`config.mk`:
```
export PLATFORM = sky130hd
export DESIGN_NAME = spike_event_encoder
export DESIGN_NICKNAME = d
export VERILOG_FILES = /design/src/rtl/spike_event_encoder.sv
export SDC_FILE = /design/constraint.sdc
export NUM_CORES = 1
export LEC_CHECK = 0
export BUFFER_PORTS_ARGS = -buffer_cell sky130_fd_sc_hd__buf_2
export CAP_MARGIN = 20
export CORE_MARGIN = 3
export CORE_UTILIZATION = 40
export CTS_BUF_LIST = sky130_fd_sc_hd__clkbuf_16
export DETAILED_ROUTE_END_ITERATION = 12
export GPL_TIMING_DRIVEN = 0
export PLACE_DENSITY = 0.65
export SLEW_MARGIN = 20
export SYNTH_ARGS = -nofsm -noshare
export SYNTH_HDL_FRONTEND = slang
export SYNTH_SLANG_ARGS = --single-unit
```
`constraint.sdc`:
```
create_clock -name clock -period 4.6 [get_ports clock]
set_clock_uncertainty 0.1 [all_clocks]
set_input_delay 0.92 -clock clock [delete_from_list [all_inputs] [get_ports clock]]
set_output_delay 0.92 -clock clock [all_outputs]
set_load 0.005 [all_outputs]
```
`src/rtl/spike_event_encoder.sv`:
```
// Spike-event encoder: captures a timestep spike vector and serializes each set
// bit into a single-cycle event, spaced so the receiver always returns to IDLE.
// Optional build macro ROUND_ROBIN_EN: rotating-priority index selection with a
// pointer that persists across frames; undefined gives lowest-index-first.
module spike_event_encoder #(
  parameter int unsigned N_NEURONS  = 16,
  parameter int unsigned ADDR_W     = 4,
  parameter int unsigned GAP_CYCLES = 18
) (
  input  logic                 clock,
  input  logic                 reset,
  input  logic [N_NEURONS-1:0] spike_vec,
  input  logic                 spike_valid,
  output logic                 spike_ready,
  output logic [ADDR_W-1:0]    event_addr,
  output logic                 event_received,
  output logic                 frame_done,
  output logic                 spike_overflow
);

  localparam int unsigned CNT_W = $clog2(GAP_CYCLES);

  typedef enum logic [1:0] {IDLE, EMIT, HOLD} state_t;

  state_t               state, state_next;
  logic [N_NEURONS-1:0] pending, pending_next, src;
  logic [CNT_W-1:0]     gap_cnt, gap_cnt_next;
  logic [ADDR_W-1:0]    sel_idx, addr_next;
  logic                 received_next, done_next, ready_next, overflow_next;

  // Selection source: the fresh vector when starting a frame, else what is left
  assign src = (state == IDLE) ? spike_vec : pending;

`ifdef ROUND_ROBIN_EN
  logic [ADDR_W-1:0] rr_ptr;

  // First set bit at or above rr_ptr, wrapping modulo N_NEURONS
  always_comb begin
    int unsigned j;
    logic        found;
    sel_idx = '0;
    found   = 1'b0;
    j       = 0;
    for (int unsigned k = 0; k < N_NEURONS; k++) begin
      j = 32'(rr_ptr) + k;
      if (j >= N_NEURONS) j = j - N_NEURONS;
      if (!found && src[ADDR_W'(j)]) begin
        sel_idx = ADDR_W'(j);
        found   = 1'b1;
      end
    end
  end

  // Advance the fairness pointer past each emitted index
  always_ff @(posedge clock) begin
    if (reset) begin
      rr_ptr <= '0;
    end else if (received_next) begin
      rr_ptr <= (sel_idx == ADDR_W'(N_NEURONS - 1)) ? '0 : sel_idx + ADDR_W'(1);
    end
  end
`else
  // Fixed priority: lowest set bit wins
  always_comb begin
    sel_idx = '0;
    for (int i = int'(N_NEURONS) - 1; i >= 0; i--) begin
      if (src[i]) sel_idx = ADDR_W'(i);
    end
  end
`endif

  // Next-state and registered-output values
  always_comb begin
    state_next    = state;
    pending_next  = pending;
    gap_cnt_next  = gap_cnt;
    addr_next     = event_addr;
    done_next     = 1'b0;
    overflow_next = spike_overflow;

    case (state)
      IDLE: begin
        if (spike_valid) begin
          if (|spike_vec) state_next = EMIT;
          else            done_next  = 1'b1;
        end
      end
      EMIT: begin
        gap_cnt_next = CNT_W'(GAP_CYCLES - 2);
        state_next   = HOLD;
      end
      HOLD: begin
        if (gap_cnt == '0) begin
          if (|pending) begin
            state_next = EMIT;
          end else begin
            state_next = IDLE;
            done_next  = 1'b1;
          end
        end else begin
          gap_cnt_next = gap_cnt - CNT_W'(1);
        end
      end
      default: state_next = IDLE;
    endcase

    // Pick and retire the index on entry to EMIT so the address is registered with the strobe
    if (state_next == EMIT) begin
      addr_next    = sel_idx;
      pending_next = src & ~(N_NEURONS'(1) << sel_idx);
    end

    if (spike_valid && !spike_ready) overflow_next = 1'b1;

    received_next = (state_next == EMIT);
    ready_next    = (state_next == IDLE);
  end

  // State and output registers
  always_ff @(posedge clock) begin
    if (reset) begin
      state          <= IDLE;
      pending        <= '0;
      gap_cnt        <= '0;
      event_addr     <= '0;
      event_received <= 1'b0;
      frame_done     <= 1'b0;
      spike_overflow <= 1'b0;
      spike_ready    <= 1'b1;
    end else begin
      state          <= state_next;
      pending        <= pending_next;
      gap_cnt        <= gap_cnt_next;
      event_addr     <= addr_next;
      event_received <= received_next;
      frame_done     <= done_next;
      spike_overflow <= overflow_next;
      spike_ready    <= ready_next;
    end
  end

endmodule

```
==> impl_metrics.xml <==
<?xml version="1.0" encoding="UTF-8"?>
<metrics>
  <group name="run_status">
    <metric name="outcome" unit="">finished, final reports clean</metric>
  </group>
  <group name="logic_synthesis">
    <metric name="synth_cell_type_count" unit="">51</metric>
    <metric name="synth_fp_nets" unit="">286</metric>
    <metric name="synth_top_area_frac" unit="">0.314</metric>
    <metric name="number_of_enable_flip_flop_cells_after_synthesis" unit="">0</metric>
    <metric name="ys_top_cells_by_area" unit="">sky130_fd_sc_hd__dfxtp_1, sky130_fd_sc_hd__nand2_1, sky130_fd_sc_hd__a21oi_1, sky130_fd_sc_hd__nor2_1, sky130_fd_sc_hd__nor3_1</metric>
    <metric name="syn_area_per_cell" unit="um^2">7.47</metric>
    <metric name="synth-warning-count" unit="">0</metric>
    <metric name="synth.cells.most_frequent" unit="">sky130_fd_sc_hd__nand2_1, sky130_fd_sc_hd__nor2_1, sky130_fd_sc_hd__a21oi_1, sky130_fd_sc_hd__dfxtp_1, sky130_fd_sc_hd__nor3_1</metric>
    <metric name="library_cell_with_the_largest_summed_area_after_synthesis" unit="">sky130_fd_sc_hd__dfxtp_1</metric>
    <metric name="synth_cells" unit="">265</metric>
    <metric name="synth_sequential_area_ratio" unit="">0.314</metric>
    <metric name="synth.most_common_cell" unit="">sky130_fd_sc_hd__nand2_1</metric>
    <metric name="netlist_area" unit="um^2">1980</metric>
    <metric name="synth_ff_type" unit="">sky130_fd_sc_hd__dfxtp_1</metric>
    <metric name="postSynth.asyncResetShare" unit="">0</metric>
    <metric name="synth.ff_latch_count" unit="">31</metric>
  </group>
  <group name="timing">
    <metric name="timing.final.crit_period" unit="ns">2.91</metric>
    <metric name="worst-slew-pin-transition" unit="ns">0.663</metric>
    <metric name="timing.hold.ws" unit="ns">0.354</metric>
    <metric name="grt_setup_unrepaired" unit="">false</metric>
    <metric name="layout_worst_path_cycle_share" unit="">0.632</metric>
    <metric name="tns" unit="ns">0</metric>
    <metric name="final-setup-viol-count" unit="">0</metric>
    <metric name="final-hold-violation-count" unit="">0</metric>
    <metric name="max_clock_freq" unit="MHz">344</metric>
    <metric name="max-slew-margin-rel" unit="">0.558</metric>
    <metric name="maxSlewViolCount" unit="">0</metric>
  </group>
  <group name="route">
    <metric name="antenna_left" unit="">0</metric>
    <metric name="drt_iter0_markers" unit="">190</metric>
    <metric name="post_drt_via_cell_ratio" unit="">5.85</metric>
    <metric name="routed_wire_length_per_instance" unit="um">16.3</metric>
    <metric name="totalWireLength" unit="um">5920</metric>
    <metric name="post-route-drc-count" unit="">0</metric>
    <metric name="firstDrtPassIters" unit="">5</metric>
    <metric name="via_count" unit="">2124</metric>
  </group>
  <group name="floorplan">
    <metric name="core_region_area" unit="um^2">4560</metric>
    <metric name="top_level_ports" unit="">27</metric>
    <metric name="die_x" unit="um">76.3</metric>
    <metric name="rows" unit="">24</metric>
    <metric name="floorplan.die_area" unit="um^2">5830</metric>
    <metric name="chipHeight" unit="um">76.3</metric>
    <metric name="start_util" unit="">0.434</metric>
  </group>
  <group name="finish">
    <metric name="n_antenna_cell" unit="">0</metric>
    <metric name="area.growth.synth_to_final" unit="%">18.7</metric>
    <metric name="nets_final" unit="">318</metric>
    <metric name="final_area" unit="um^2">2350</metric>
    <metric name="final_layout_size_suffix_gt1_frac" unit="">0.174</metric>
  </group>
  <group name="clock_network">
    <metric name="post-cts-setup-buffer-count" unit="">0</metric>
    <metric name="clk_pin_slew_worst_paths" unit="ns">0.05</metric>
    <metric name="cts-buffers-inserted" unit="">5</metric>
    <metric name="worst_skew_pair.late_latency" unit="ns">0.28</metric>
    <metric name="post_cts_hold_buffer_count" unit="">0</metric>
    <metric name="cts_buffer_depth" unit="">2</metric>
    <metric name="post_cts_resize_count" unit="">0</metric>
    <metric name="clkSinkCount" unit="">31</metric>
    <metric name="ctsRootBufferMaster" unit="">sky130_fd_sc_hd__clkbuf_16</metric>
    <metric name="cts.htree.levels" unit="">2</metric>
    <metric name="tritoncts_clock_tree" unit="">done</metric>
  </group>
  <group name="critical_path">
    <metric name="worst-path-stages" unit="">8</metric>
    <metric name="cpLargestDelayFamily" unit="">simple AND/OR/NAND/NOR gates</metric>
    <metric name="critPathBufInv" unit="">2</metric>
    <metric name="setup.worst_path.class" unit="">input port to register</metric>
    <metric name="timing.critical_path.cells" unit="">buf_2 -&gt; nor4_1 -&gt; nand3_1 -&gt; o311ai_4 -&gt; nand2_1 -&gt; clkbuf_1 -&gt; o311ai_0 -&gt; a21oi_1</metric>
    <metric name="crit_start" unit="">spike_vec[12]</metric>
    <metric name="critPathCaptureType" unit="">register</metric>
    <metric name="setup.worst_path.start_class" unit="">input port</metric>
    <metric name="critical_path.max_fanout" unit="">10</metric>
    <metric name="worst_path_largest_cell_delay" unit="ns">0.47</metric>
    <metric name="timing.critical_path.required" unit="ns">4.64</metric>
    <metric name="r2r_slack" unit="ns">1.97</metric>
    <metric name="r2r_end" unit="">event_addr[3]</metric>
    <metric name="worstRegToRegCells" unit="">9</metric>
    <metric name="cp-endpoint" unit="">event_addr[3]</metric>
    <metric name="cp.arrival" unit="ns">2.94</metric>
    <metric name="timing.rr.start" unit="">gap_cnt[0]</metric>
    <metric name="critical_path_top_delay_cell" unit="">sky130_fd_sc_hd__nor4_1</metric>
  </group>
  <group name="global_route">
    <metric name="largest_net_degree_at_the_start_of_global_routing" unit="">11</metric>
    <metric name="grt_pass1_wl" unit="um">9510</metric>
    <metric name="global_route.usage.total" unit="">0.203</metric>
    <metric name="initial_antenna_violation_count" unit="">0</metric>
    <metric name="grt_overflow_total" unit="">0</metric>
    <metric name="first_global_vias" unit="">1900</metric>
  </group>
  <group name="pwr">
    <metric name="power.total" unit="uW">940</metric>
    <metric name="leakage" unit="uW">0.000914</metric>
    <metric name="p_per_area" unit="nW/um^2">400</metric>
    <metric name="irDropWorstVdd" unit="V">0.000250</metric>
  </group>
  <group name="placement">
    <metric name="io_buffers" unit="">25</metric>
    <metric name="globalplace.congestion" unit="">0.932</metric>
    <metric name="hpwl" unit="um">4370</metric>
    <metric name="detailed_place.area" unit="um^2">2190</metric>
  </group>
  <group name="run">
    <metric name="timing.max_cap.violations" unit="">0</metric>
  </group>
  <group name="hold_path">
    <metric name="hp-class" unit="">register to register</metric>
    <metric name="hold_path_startpoint" unit="">event_addr[3]</metric>
  </group>
</metrics>
## flip-flops by register name (all words and copies together) (netlist names)
| signal | flops |
|---|---|
| state | 2 |
| pending | 16 |
| event_addr | 4 |
| event_received | 1 |
| frame_done | 1 |
| spike_ready | 1 |
| gap_cnt | 5 |
| spike_overflow | 1 |
## per-layer routing
layer  GRT usage  up-vias  wire, um
met5           0        -         0
met4      0.0688        0       146
met3      0.0496       15       466
met2       0.302      104      2570
met1       0.286      987      2740
li1            -     1018         -
## area by class of cell
type	instances	area [um^2]
Buffer	12	71.3
Fill cell	469	2210
Clock inverter	3	38.8
Timing Repair Buffer	25	125
Tap cell	65	81.3
Inverter	9	33.8
Multi-Input combinational cell	213	1250
Clock buffer	5	125
Sequential cell	31	621
## worst min path at each step
stage	endpoint	cells past startpoint	slack, ns
after floorplan	event_addr[2]	2	0.35
after global placement	event_addr[0]	2	0.34
after detailed placement	event_addr[2]	2	0.34
after CTS	event_addr[2]	2	0.35
after global routing	event_addr[3]	2	0.38
final	event_addr[3]	2	0.35
## logic make-up (layout without fill, tap and decap cells)
kind of cell	count (synthesis)	after routing	share of synthesized area
adder cells (fa/ha/maj)	2	2	0.0126
flip-flops	31	31	0.314
multiplexers	5	5	0.0259
XOR/XNOR	2	2	0.00885
AO/OA/AOI/OAI	67	67	0.245
buffers and inverters	21	54	0.0531
AND/OR/NAND/NOR	137	137	0.341
## power breakdown
group,internal [uW],switching (uW)
Sequential,291,23.0
Clock,252,120
Combinational,91.9,162
Total,635,305
## tightest hold or removal path, delay by kind of cell, from the launching register on
family | cells | cell delay, ns
simple gates | 1 | 0.05
flops | 1 | 0.30
compound gates | 1 | 0.05
## layout by cell type (no fill, tap or decap), types with 3 or more instances in the layout
master	n
sky130_fd_sc_hd__nor2b_1	7
sky130_fd_sc_hd__or3_1	3
sky130_fd_sc_hd__nor4_1	8
sky130_fd_sc_hd__dfxtp_1	31
sky130_fd_sc_hd__mux2i_1	4
sky130_fd_sc_hd__clkbuf_1	5
sky130_fd_sc_hd__a311o_1	3
sky130_fd_sc_hd__buf_2	28
sky130_fd_sc_hd__o211ai_1	3
sky130_fd_sc_hd__clkbuf_16	5
sky130_fd_sc_hd__a21oi_1	31
sky130_fd_sc_hd__a211oi_1	3
sky130_fd_sc_hd__nand2b_1	4
sky130_fd_sc_hd__o21ai_0	7
sky130_fd_sc_hd__nand2_1	47
sky130_fd_sc_hd__nand3_1	5
sky130_fd_sc_hd__inv_1	9
sky130_fd_sc_hd__nor2_1	34
sky130_fd_sc_hd__nor3_1	13
## metrics by stage
| stage | utilization | setup slack [ns] | std cells |
|---|---|---|---|
| finish | 0.515 | 1.69 | 363 |
| global route | 0.515 | 1.64 | 363 |
| CTS | 0.515 | 1.82 | 363 |
| detailed placement | 0.479 | 1.54 | 355 |
| global placement | 0.479 | 1.54 | 355 |
| floorplan | - | 1.90 | 265 |
Power figures use the tool's default switching activity.
